### src/rtl/multdiv_wb_ctrl_pkg.sv
// Shared constants and types for the multiply/divide writeback controller:
// decode fields, exception defaults and FSM/op encodings.
package multdiv_wb_ctrl_pkg;

  localparam int unsigned XLEN  = 32;
  localparam int unsigned REG_W = 5;
  localparam int unsigned CNT_W = 7;

  localparam logic [4:0] OPC_RTYPE = 5'b00000;
  localparam logic [4:0] ALUOP_MUL = 5'b00110;
  localparam logic [4:0] ALUOP_DIV = 5'b00111;

  localparam int unsigned DEF_RSTATUS_REG  = 30;
  localparam int unsigned DEF_MUL_EXC_CODE = 4;
  localparam int unsigned DEF_DIV_EXC_CODE = 5;
  localparam int unsigned DEF_TIMEOUT      = 64;

  typedef enum logic [1:0] {
    IDLE  = 2'd0,
    START = 2'd1,
    BUSY  = 2'd2,
    WRITE = 2'd3
  } md_state_e;

  typedef enum logic {
    OP_MUL = 1'b0,
    OP_DIV = 1'b1
  } md_op_e;

endpackage

### src/rtl/md_cycle_counter.sv
// Saturating BUSY-cycle counter with synchronous clear and a terminal-count flag
// used as the multdiv timeout.
module md_cycle_counter
  import multdiv_wb_ctrl_pkg::*;
#(
  parameter int unsigned TERMINAL = DEF_TIMEOUT - 1
) (
  input  logic clock,
  input  logic reset,
  input  logic clear_i,
  input  logic enable_i,
  output logic tc_o
);

  localparam logic [CNT_W-1:0] CNT_MAX = '1;

  logic [CNT_W-1:0] count_q;
  logic [CNT_W-1:0] count_d;

  // Holds at all-ones instead of wrapping so a stuck unit can never re-arm the timeout.
  always_comb begin
    count_d = count_q;
    if (clear_i) begin
      count_d = '0;
    end else if (enable_i && (count_q != CNT_MAX)) begin
      count_d = count_q + CNT_W'(1);
    end
  end

  always_ff @(posedge clock) begin
    if (!reset) begin
      count_q <= '0;
    end else begin
      count_q <= count_d;
    end
  end

  assign tc_o = (count_q == CNT_W'(TERMINAL));

endmodule

### src/rtl/multdiv_wb_ctrl.sv
// Sequences a multi-cycle mul/div: stalls the pipe, starts the unit, waits for
// the result (or times out) and issues a deferred regfile write.
module multdiv_wb_ctrl
  import multdiv_wb_ctrl_pkg::*;
#(
  parameter int unsigned RSTATUS_REG  = DEF_RSTATUS_REG,
  parameter int unsigned MUL_EXC_CODE = DEF_MUL_EXC_CODE,
  parameter int unsigned DIV_EXC_CODE = DEF_DIV_EXC_CODE,
  parameter int unsigned TIMEOUT      = DEF_TIMEOUT
) (
  input  logic             clock,
  input  logic             reset,
  input  logic [XLEN-1:0]  in_instr,
  input  logic             in_valid,
  input  logic [XLEN-1:0]  operandA,
  input  logic [XLEN-1:0]  operandB,
  output logic             ctrl_MULT,
  output logic             ctrl_DIV,
  output logic [XLEN-1:0]  md_operandA,
  output logic [XLEN-1:0]  md_operandB,
  input  logic [XLEN-1:0]  md_result,
  input  logic             md_exception,
  input  logic             md_resultRDY,
  input  logic             pipe_wb_active,
  output logic             stall,
  output logic             wb_enable,
  output logic [REG_W-1:0] wb_reg,
  output logic [XLEN-1:0]  wb_data
);

  md_state_e        state_q, state_d;
  md_op_e           op_q, op_d;
  logic [REG_W-1:0] rd_q, rd_d;
  logic [XLEN-1:0]  opa_q, opa_d;
  logic [XLEN-1:0]  opb_q, opb_d;
  logic             mul_q, mul_d;
  logic             div_q, div_d;
  logic [REG_W-1:0] wb_reg_q, wb_reg_d;
  logic [XLEN-1:0]  wb_data_q, wb_data_d;
  logic             wb_pend_q, wb_pend_d;

  logic is_mul, is_div, accept;
  logic cnt_clr, cnt_en, cnt_tc;
  logic done_exc;
  logic instr_unused;

  assign is_mul = (in_instr[31:27] == OPC_RTYPE) && (in_instr[6:2] == ALUOP_MUL);
  assign is_div = (in_instr[31:27] == OPC_RTYPE) && (in_instr[6:2] == ALUOP_DIV);
  assign accept = (state_q == IDLE) && in_valid && (is_mul || is_div);
  assign instr_unused = ^{in_instr[21:7], in_instr[1:0]};

  md_cycle_counter #(
    .TERMINAL (TIMEOUT - 1)
  ) u_cycle_counter (
    .clock    (clock),
    .reset    (reset),
    .clear_i  (cnt_clr),
    .enable_i (cnt_en),
    .tc_o     (cnt_tc)
  );

  always_comb begin
    state_d   = state_q;
    op_d      = op_q;
    rd_d      = rd_q;
    opa_d     = opa_q;
    opb_d     = opb_q;
    mul_d     = 1'b0;
    div_d     = 1'b0;
    wb_reg_d  = wb_reg_q;
    wb_data_d = wb_data_q;
    wb_pend_d = wb_pend_q;
    cnt_clr   = 1'b0;
    cnt_en    = 1'b0;
    done_exc  = 1'b0;
    wb_enable = 1'b0;
    case (state_q)
      IDLE: begin
        if (accept) begin
          state_d = START;
          op_d    = is_div ? OP_DIV : OP_MUL;
          rd_d    = in_instr[26:22];
          opa_d   = operandA;
          opb_d   = operandB;
          mul_d   = is_mul;
          div_d   = is_div;
        end
      end
      START: begin
        cnt_clr = 1'b1;
        state_d = BUSY;
      end
      BUSY: begin
        cnt_en = 1'b1;
        // A timeout without RDY is reported exactly like a unit exception.
        if (md_resultRDY || cnt_tc) begin
          done_exc  = !md_resultRDY || md_exception;
          wb_reg_d  = done_exc ? REG_W'(RSTATUS_REG) : rd_q;
          wb_data_d = !done_exc ? md_result
                    : (op_q == OP_DIV) ? XLEN'(DIV_EXC_CODE) : XLEN'(MUL_EXC_CODE);
          wb_pend_d = done_exc || (rd_q != '0);
          state_d   = WRITE;
        end
      end
      WRITE: begin
        if (!pipe_wb_active) begin
          wb_enable = wb_pend_q;
          state_d   = IDLE;
        end
      end
      default: state_d = IDLE;
    endcase
  end

  always_ff @(posedge clock) begin
    if (!reset) begin
      state_q   <= IDLE;
      op_q      <= OP_MUL;
      rd_q      <= '0;
      opa_q     <= '0;
      opb_q     <= '0;
      mul_q     <= 1'b0;
      div_q     <= 1'b0;
      wb_reg_q  <= '0;
      wb_data_q <= '0;
      wb_pend_q <= 1'b0;
    end else begin
      state_q   <= state_d;
      op_q      <= op_d;
      rd_q      <= rd_d;
      opa_q     <= opa_d;
      opb_q     <= opb_d;
      mul_q     <= mul_d;
      div_q     <= div_d;
      wb_reg_q  <= wb_reg_d;
      wb_data_q <= wb_data_d;
      wb_pend_q <= wb_pend_d;
    end
  end

  // Stall covers the accept cycle too, so it must follow in_valid combinationally.
  assign stall       = reset && ((state_q != IDLE) || accept);
  assign ctrl_MULT   = mul_q;
  assign ctrl_DIV    = div_q;
  assign md_operandA = opa_q;
  assign md_operandB = opb_q;
  assign wb_reg      = wb_reg_q;
  assign wb_data     = wb_data_q;

endmodule

### config.mk
export PLATFORM = sky130hd
export DESIGN_NAME = multdiv_wb_ctrl
export DESIGN_NICKNAME = d
export VERILOG_FILES = /design/src/rtl/multdiv_wb_ctrl_pkg.sv /design/src/rtl/md_cycle_counter.sv /design/src/rtl/multdiv_wb_ctrl.sv
export SDC_FILE = /design/constraint.sdc
export NUM_CORES = 1
export LEC_CHECK = 0
export CAP_MARGIN = 20
export CORE_ASPECT_RATIO = 1.2
export CORE_MARGIN = 2
export CORE_UTILIZATION = 35
export CTS_CLUSTER_DIAMETER = 50
export DETAILED_ROUTE_END_ITERATION = 10
export PLACE_DENSITY_LB_ADDON = 0.12
export SYNTH_ARGS = -nofsm -noshare
export SYNTH_HDL_FRONTEND = slang
export SYNTH_HIERARCHICAL = 1
export SYNTH_SLANG_ARGS = --single-unit
### constraint.sdc
create_clock -name clock -period 2.2 [get_ports clock]
set_input_delay 0.55 -clock clock [delete_from_list [all_inputs] [get_ports clock]]
set_output_delay 0.55 -clock clock [all_outputs]
set_load 0.02 [all_outputs]
==> run_results.csv <==
group,metric,value,unit
floorplan,die_x,113,microns
sta,finalCriticalPeriod,2.14,ns
global_route,antenna_found_initial,0,
worst_setup_path,critPathKind,"flip-flop to output port",
floorplan,start_util,36.1,%
worst_setup_path,start_kind,"flip-flop",
cts,cts.path.max_buffers,2,
floorplan,io-pin-count,239,
run,drv_cap,0,
placed_design,dp_cells,922,
global_route,grt_max_degree,72,
layout,antenna_cells,0,
layout,nets,912,
cts,holdBufCountCts,0,
layout,fin_cells,956,
power_and_ir_drop,power_switching,1140,uW
sta,fin_crit_sh,97.2,%
routing,drt.antenna.violating_nets,0,
layout,syn2layout_area_growth,60.5,%
worst_setup_path,slowest_delay,0.31,ns
synthesis,synth.cell_area,5000,sq um
synthesis,synth_edf_count,0,
worst_setup_path,critPathSlowestCell,"dfxtp_1",
power_and_ir_drop,power.clock.fraction,50.7,%
placed_design,portBuffers,221,
global_route,grt_pass1_vias,4503,
global_route,grt_pass1_wl,22000,microns
routing,drt_iter0_markers,288,
sta,slew_headroom,36.8,%
sta,hold_slack,0.447,ns
sta,hold_viol,0,
worst_setup_path,crit_chain,"inv_2, ha_4, and4bb_1, nand3_2, a21oi_2, buf_6",
routing,drcViolationCount,16,
cts,clk_pin_slew,0.05,ns
routing,via_per_inst,4.73,
cts,htree_levels,4,
layout,layout_common_cells,"clkdlybuf4s50_1, nand2_1, dfxtp_1",
synthesis,postSynthCellCount,549,
layout,drive_above_1_share,22.8,%
sta,max_freq,0.467,GHz
synthesis,yosysWarnings,6,
floorplan,die_y,135,microns
routing,drt_wl_total,14000,microns
cts,cts_buffers,17,
floorplan,coreArea,13900,sq um
global_route,grt_overflow_total,0,
worst_setup_path,cpLargestDelayFamily,"simple AND/OR/NAND/NOR gates",
power_and_ir_drop,combPwrFrac,9.5,%
synthesis,yosysSeqAreaShare,47.6,%
placed_design,dp_hpwl,9840,microns
synthesis,syn_avg_cell_area,9.12,sq um
global_route,grt_use_total,18.1,%
cts,tritoncts,"yes",
layout,utilization,57.9,%
layout,final_area,8030,sq um
sta,rsz0062_at_grt,"yes",
worst_setup_path,worst-path-buf-inv,2,
hold_path,hp-class,"flip-flop to flip-flop",
synthesis,synth_nets,689,
power_and_ir_drop,pwr-share-seq,39.7,%
synthesis,synth_cell_types,41,
worst_setup_path,crit_path_end_kind,"output port",
floorplan,die_area,15300,sq um
sta,slew_violations,0,
cts,clk_latency,0.41,ns
worst_setup_path,critPathMaxFanout,2,
outcome,violations,"DRC",
power_and_ir_drop,power_switching_share,20.8,%
placed_design,dpl-instance-area,7380,sq um
floorplan,rows,47,
worst_setup_path,worstPathRequired,1.65,ns
synthesis,ys_ff_latch,119,
sta,worst_pin_slew,0.949,ns
layout,n_fill_cell,1294,
synthesis,synthArstFlopShare,0,%
outcome,outcome,"finished with violations",
sta,finalSetupViolCount,0,
worst_setup_path,cp.arrival,1.59,ns
power_and_ir_drop,power,5490,uW
power_and_ir_drop,p_int,4350,uW
power_and_ir_drop,p_per_area,684,nW/um^2
routing,routedWlPerCell,14.6,microns
routing,vias,4525,
cts,cts.sink_count,119,
routing,first_pass_iters,8,
power_and_ir_drop,power.static_leakage,0.00275,uW
placed_design,gp_congestion,0.778,
layout,final_common_cell,"clkdlybuf4s50_1",
power_and_ir_drop,vdd_ir_drop_max,0.333,mV
sta,skew,0.00541,ns
cts,clockRootBuffer,"clkbuf_16",
synthesis,synth_flop_cell,"dfxtp_1",
-- layout make-up --
| class | instances | area, sq um | area share, % |
|---|---|---|---|
| timing repair buffer | 243 | 2450 | 30.6 |
| sequential | 119 | 2380 | 29.7 |
| tap | 171 | 214 | 2.66 |
| clock inverter | 9 | 123 | 1.53 |
| multi-input combinational | 384 | 2350 | 29.3 |
| inverter | 7 | 26.3 | 0.327 |
| clock buffer | 23 | 478 | 5.95 |
-- per-stage QoR --
stage	worst slack (ns)	setup TNS (ns)
6_report	0.0607	0
5_1_grt	-0.0490	-0.0759
4_1_cts	-0.00380	-0.00380
3_5_place_dp	-0.510	-10.08
3_3_place_gp	-0.507	-7.74
2_1_floorplan	0.0325	0
-- worst register-to-register path: stages (launching register included) --
cell and delay, ns:
dfxtp_1 0.34, inv_2 0.06, ha_4 0.16, and4bb_1 0.22, nand3_2 0.10, buf_4 0.61
a21oi_1 0.23, o211a_1 0.25
-- power groups by stage --
stage / clock, uW / combinational, uW / sequential, uW
after floorplan: 0 / 162 / 2240
after global placement: 0 / 496 / 2230
after detailed placement: 0 / 506 / 2230
after CTS: 2870 / 514 / 2180
after global routing: 2950 / 565 / 2180
final: 2780 / 524 / 2180
-- path summary, 6_finish.rpt --
| kind | from | endpoint | slack, ns | cells after the start |
|---|---|---|---|---|
| max reg2reg | state_q[1] | state_q[0] | 0.12 | 7 |
| min reg2reg | wb_data[3] | wb_data[3] | 0.45 | 2 |
| max | state_q[0] | stall | 0.06 | 6 |
| min | wb_data[3] | wb_data[3] | 0.45 | 2 |
-- timing repair --
action | in CTS | in global routing
hold endpoints to repair | 0 | 0
setup buffers | 0 | 2
pin swaps | 3 | 5
resized for setup | 11 | 11
setup endpoints to repair | 2 | 2
-- synthesized netlist by cell type (all sizes together), types with 5 or more instances --
cell	n	area [sq um]
nand2	181	780
dfxtp	119	2380
a21oi	67	463
a21boi	38	420
nand3	33	170
clkbuf	21	78.8
buf	18	195
nor2	12	45.0
nor3	8	45.0
inv	7	26.3
ha	6	75.1
a31oi	5	31.3
o21ai	5	25.0
-- routing by layer --
layer  track usage (%)  vias to the layer above  wire [microns]
met5                 0                        -               0
met4              8.88                        0             341
met3              5.83                       24            1160
met2              30.7                      158            7040
met1              20.4                     2071            5430
li1                  -                     2272               -
-- cells by family after synthesis --
group                      count (synthesis)  synth area share [%]
adders and majority gates                  6                  1.50
and+or+nand+nor                          253                  23.9
buffers and inverters                     46                  6.00
DFF                                      119                  47.6
AOI/OAI and AO/OA                        121                  20.2
muxes                                      4                 0.800
Power figures use the tool's default switching activity.
